**config.mk**
```make
export PLATFORM = sky130hd
export DESIGN_NAME = dev_bus_arbiter
export DESIGN_NICKNAME = d
export VERILOG_FILES = /design/src/rtl/dev_bus_arbiter.sv
export SDC_FILE = /design/constraint.sdc
export NUM_CORES = 1
export LEC_CHECK = 0
export ABC_AREA = 1
export BUFFER_PORTS_ARGS = -buffer_cell sky130_fd_sc_hd__buf_4
export CORE_ASPECT_RATIO = 1.25
export CORE_UTILIZATION = 25
export CTS_CLUSTER_DIAMETER = 100
export DETAILED_ROUTE_END_ITERATION = 6
export PLACE_DENSITY = 0.45
export SLEW_MARGIN = 20
export SYNTH_ARGS = -nofsm -noshare
export SYNTH_HDL_FRONTEND = slang
export SYNTH_SLANG_ARGS = --single-unit
```
**constraint.sdc**
```tcl
create_clock -name clk -period 1.5 [get_ports clk]
set_input_delay 0.15 -clock clk [delete_from_list [all_inputs] [get_ports clk]]
set_output_delay 0.15 -clock clk [all_outputs]
set_load 0.02 [all_outputs]
```
**src/rtl/dev_bus_arbiter.sv**
```systemverilog
`default_nettype none
// ============================================================================
// Module   : dev_bus_arbiter
// Brief    : Two-master round-robin arbiter/sequencer for the device bus pair
//            (dev0 at 0x7F00-0x7F0F, dev1 at 0x7F10-0x7F1F) with wait cycles.
// Revision : 1.0 - initial release
// ============================================================================
module dev_bus_arbiter #(
    parameter int WAIT_CYCLES = 1
) (
    input  logic        clk,
    input  logic        reset,
    input  logic        m0_req,
    input  logic        m0_we,
    input  logic [29:0] m0_addr,
    input  logic [31:0] m0_wd,
    output logic [31:0] m0_rd,
    output logic        m0_ack,
    input  logic        m1_req,
    input  logic        m1_we,
    input  logic [29:0] m1_addr,
    input  logic [31:0] m1_wd,
    output logic [31:0] m1_rd,
    output logic        m1_ack,
    output logic [29:0] DevAddr,
    output logic [31:0] DevWD,
    output logic        We0,
    output logic        We1,
    input  logic [31:0] readdev0,
    input  logic [31:0] readdev1,
    output logic        busy,
    output logic        gnt
);

    localparam logic [3:0]  c_last      = 4'(WAIT_CYCLES - 1);
    localparam logic [27:0] c_dev0_base = 28'h00007F0;
    localparam logic [27:0] c_dev1_base = 28'h00007F1;

    typedef enum logic [1:0] {
        S_IDLE   = 2'd0,
        S_ACCESS = 2'd1,
        S_DONE   = 2'd2
    } state_t;

    state_t      r_state;
    state_t      w_state_nxt;
    logic [3:0]  r_cnt;
    logic        r_gnt;
    logic        r_we;
    logic [29:0] r_addr;
    logic [31:0] r_wd;
    logic [31:0] r_m0_rd;
    logic [31:0] r_m1_rd;

    logic        w_any_req;
    logic        w_grant;
    logic        w_hit0;
    logic        w_hit1;
    logic        w_last;
    logic        w_access;
    logic        w_done;
    logic [31:0] w_rdata;

    // Word address bits [29:2] are byte address bits [31:4].
    assign w_hit0    = (r_addr[29:2] == c_dev0_base);
    assign w_hit1    = (r_addr[29:2] == c_dev1_base);
    assign w_last    = (r_cnt == c_last);
    assign w_any_req = m0_req | m1_req;
    assign w_rdata   = w_hit0 ? readdev0 : (w_hit1 ? readdev1 : 32'h0);

    always_comb begin
        w_grant     = 1'b0;
        w_state_nxt = r_state;
        // Contention goes to whichever master was not served last.
        if (m0_req && m1_req) begin
            w_grant = ~r_gnt;
        end else if (m1_req) begin
            w_grant = 1'b1;
        end
        case (r_state)
            S_IDLE:   if (w_any_req) w_state_nxt = S_ACCESS;
            S_ACCESS: if (w_last)    w_state_nxt = S_DONE;
            S_DONE:   w_state_nxt = S_IDLE;
            default:  w_state_nxt = S_IDLE;
        endcase
    end

    always_ff @(posedge clk) begin
        if (reset) begin
            r_state <= S_IDLE;
            r_cnt   <= 4'd0;
            r_gnt   <= 1'b1;
            r_we    <= 1'b0;
            r_addr  <= 30'h0;
            r_wd    <= 32'h0;
            r_m0_rd <= 32'h0;
            r_m1_rd <= 32'h0;
        end else begin
            r_state <= w_state_nxt;
            case (r_state)
                S_IDLE: begin
                    if (w_any_req) begin
                        r_gnt  <= w_grant;
                        r_cnt  <= 4'd0;
                        r_we   <= w_grant ? m1_we   : m0_we;
                        r_addr <= w_grant ? m1_addr : m0_addr;
                        r_wd   <= w_grant ? m1_wd   : m0_wd;
                    end
                end
                S_ACCESS: begin
                    r_cnt <= r_cnt + 4'd1;
                    if (w_last) begin
                        if (r_gnt) begin
                            r_m1_rd <= w_rdata;
                        end else begin
                            r_m0_rd <= w_rdata;
                        end
                    end
                end
                default: begin
                end
            endcase
        end
    end

    // Reset gates the bus outputs so an aborted access never strobes or acks.
    assign w_access = (r_state == S_ACCESS) && !reset;
    assign w_done   = (r_state == S_DONE) && !reset;

    assign DevAddr = w_access ? r_addr : 30'h0;
    assign DevWD   = w_access ? r_wd   : 32'h0;
    assign We0     = w_access && r_we && w_hit0 && (r_cnt == 4'd0);
    assign We1     = w_access && r_we && w_hit1 && (r_cnt == 4'd0);

    assign m0_ack = w_done && !r_gnt;
    assign m1_ack = w_done && r_gnt;
    assign m0_rd  = r_m0_rd;
    assign m1_rd  = r_m1_rd;
    assign busy   = (r_state != S_IDLE);
    assign gnt    = r_gnt;

endmodule
`default_nettype wire
```
==> results by group <==
Setup path
  • Buf/Inv on CP: 4
  • R2r setup slk: -350 ps
  • Kind of end point of the critical path: primary output
  • CP max stage delay: 330 ps
  • R2R depth: 11
  • CP Max Fanout: 2
  • Crit path max-delay cell type: dfxtp_2
  • Req. time, crit path: 1350 ps
  • CP startpoint: r_cnt[0]
  • Crit path top cell by count: buf_6
  • Reg-to-Reg End: r_wd[18]
  • WP depth: 9
  • Worst-path cell chain: inv_2 > ha_4 > nand3_4 > nor3_4 > buf_6 > nand2_4 > buf_6 > nor4_4 > buf_4
  • Worst setup SP type: flop
  • Worst path arrival time: ~1800 ps
  • Critical Path End: We0
  • Crit Path Category: reg -> out
  • Cell family with most CP delay: buffers and inverters
  • Worst R2R Start: r_state[0]

Logic synthesis
  • Area share of fa/ha/maj cells after synthesis: 0.352%
  • #FFs+latches synth: 134
  • Post-synthesis cell area: 7100 um^2
  • Syn Inst Count: 1122
  • Area contributors post-synth: dfxtp_1 38%, nand2_1 12%, nor2_1 11%, inv_1 8.6%, nand3_1 7.2%
  • Main combinational cell family by area after synthesis: simple AND/OR/NAND/NOR gates
  • Synth cell types: 27
  • Syn nets: 1318
  • Post-synthesis mux area share: 0%
  • Warnings, synthesis: 0
  • Cell taking the most area after synthesis: dfxtp_1
  • Post-synthesis sequential area ratio: 37.8%
  • Post-Synth XOR/XNOR Area: 0%
  • Post-Synth Simple-Gate Area: 34.2%
  • Synth top area share: a little under two fifths
  • Synth Area in Compound Gates: 12.9%
  • Syn avg cell area: approximately 6.3 um^2

Global routing
  • Initial antenna violation count: 0
  • Largest net degree at the start of global routing: 67
  • Grt ovf: 0
  • All-Layer GR Usage: between 20% and 30%
  • Vias in the first global route: 9621
  • First-pass GRT wire length: 51700 um

STA
  • Least-Margin Pin Slew: 459 ps
  • Max Clock Skew: 12.1 ps
  • Crit share post-route: 128%
  • Slew HR: 69.4%
  • Endpoints failing hold: 0
  • RSZ-0062 raised after global routing: yes
  • Tmin final: about 1900 ps
  • Fin. max-slew vios: 0
  • Setup Viol. Count Final: 200
  • Top achievable clock speed: 0.519 GHz
  • Final WS setup: -427 ps

Clocking
  • Root buffer cell: clkbuf_16
  • CTS tree: done
  • Worst-Skew Late Latency: 440 ps
  • CTS max path bufs: 2
  • Reg clk slew, reported paths: roughly 60 ps
  • Depth of the CTS H-tree: 4
  • Total CTS buffers: 17
  • CTS sink cnt: 134

Final layout
  • Diode count: 0
  • Area growth from synthesis to layout: 123%
  • Final Core Density: 57.0%
  • Ratio of cells with drive above 1 in the final layout: 51.2%
  • Nets: 1868
  • Commonest non-fill, non-tap cell in the layout: buf_4
  • Filler cell count: between 2000 and 2500
  • Commonest cells after routing, fill and taps aside: 320 x buf_4, 205 x nand2_1, 153 x inv_1

Place
  • Hpwl dp: 19800 um
  • Gpl congestion: 0.799
  • Port bufs: ~330

Worst hold path
  • Tightest Hold Check Type: in -> reg

Route
  • Pre-Repair DR Iteration Count: 6
  • Residual DRC: 19
  • DRT antenna net count: 0
  • DR WL/cell: 17.3 um
  • Detailed Route WL: 35100 um
  • Vias per inst: about 4.6
  • Vias: around 9400
  • Iter 0 DRT Violations: 306

Floorplan
  • Row count: 68
  • Die width: 153 um
  • Die extent in y: 190 um
  • Die footprint: slightly below 30000 um^2
  • Core area: 27700 um^2
  • Top Ports: 326
  • Starting density of the core: about a quarter

Pwr
  • Leak: 7.00 nW
  • Peak VDD IR: 0.714 mV
  • Total Power: 0.0137 W
  • Cell Pwr Density: 868 nW/um^2

Run
  • Max-cap violation count: 0

Status
  • Failing checks: DRC, setup timing
  • Status: finished, violations left
## report_power, final
group	internal (W)	total, W	switching (W)
clock	0.00242	0.00421	0.00179
sequential	0.00398	0.00426	0.000283
combinational	0.00265	0.00526	0.00261
## flip-flops by register name (all words and copies together), names as in the netlist
name     cells
m0_rd       32
m1_rd       32
r_wd        32
r_addr      30
r_cnt        4
r_state      2
gnt          1
r_we         1
## cell type report
cell class	count	area [um^2]	share of cell area (%)
clock buffers	17	425	2.69
clock inverters	14	138	0.870
inverters	174	668	4.22
multi-input cells	741	5280	33.4
flip-flops and latches	134	2700	17.1
well taps	350	438	2.77
repair buffers	604	6170	39.0
## Yosys cell counts (all sizes together)
cell type  count
a21oi         37
nand2        249
dfxtp        134
clkbuf        31
a211oi         2
ha             2
inv          172
nor3           2
nand3        103
nor2         215
o21ai         65
a31oi         63
clkinv         2
buf           43
nor4           1
or2            1
## worst reg2reg max path: cells and delay by family, from the launching register on
kind | cells | cell delay [ps]
compound gates | 2 | 230
buf+inv | 7 | 790
flops | 1 | 320
simple gates | 2 | 430
## routing by layer
layer | global-route usage [%] | wire, um | up-vias
li1 | - | - | 4627
met2 | 42.1 | 18500 | 340
met1 | 24.7 | 13100 | 4412
met4 | 9.87 | 1000 | 0
met3 | 6.73 | 2550 | 56
met5 | 0 | 0 | -
## through the flow
stage               hold WS (ps)  cells  area (um^2)  TNS, ps  setup slack (ps)
finish                      14.8   2034        15800   -48700              -427
global route                4.29   2034        15800   -64310              -533
CTS                         1.85   2021        14800   -46120              -498
detailed placement           411   1801        10400    -5920              -152
floorplan                    302   1122         7110    -1.68             -1.68
global placement             408   1801        10400    -6340              -118
## logic make-up (layout without fill, tap and decap cells)
kind of cell / after synthesis / after routing
compound gates: 167 / 167
flops: 134 / 134
simple gates: 571 / 572
fa+ha+maj: 2 / 2
buf+inv: 248 / 809
## what timing repair did
item | 4_1_cts | 5_1_grt
gates cloned | 25 | 8
endpoints found under the setup margin | 178 | 200
buffers inserted | 48 | 30
hold buffers | 118 | 0
pin swaps | 31 | 89
hold endpoints to repair | 64 | 0
gates resized for setup | 403 | 242
## worst min path at each step
stage	startpoint	to	depth (start not counted)
CTS	m1_wd[8]	r_wd[8]	3
detailed placement	reset	r_cnt[1]	2
global route	m0_wd[18]	r_wd[18]	3
floorplan	m1_wd[15]	r_wd[15]	2
global placement	reset	r_cnt[1]	2
finish	m0_wd[18]	r_wd[18]	3
Note: power is estimated with default switching activity, not from simulation.
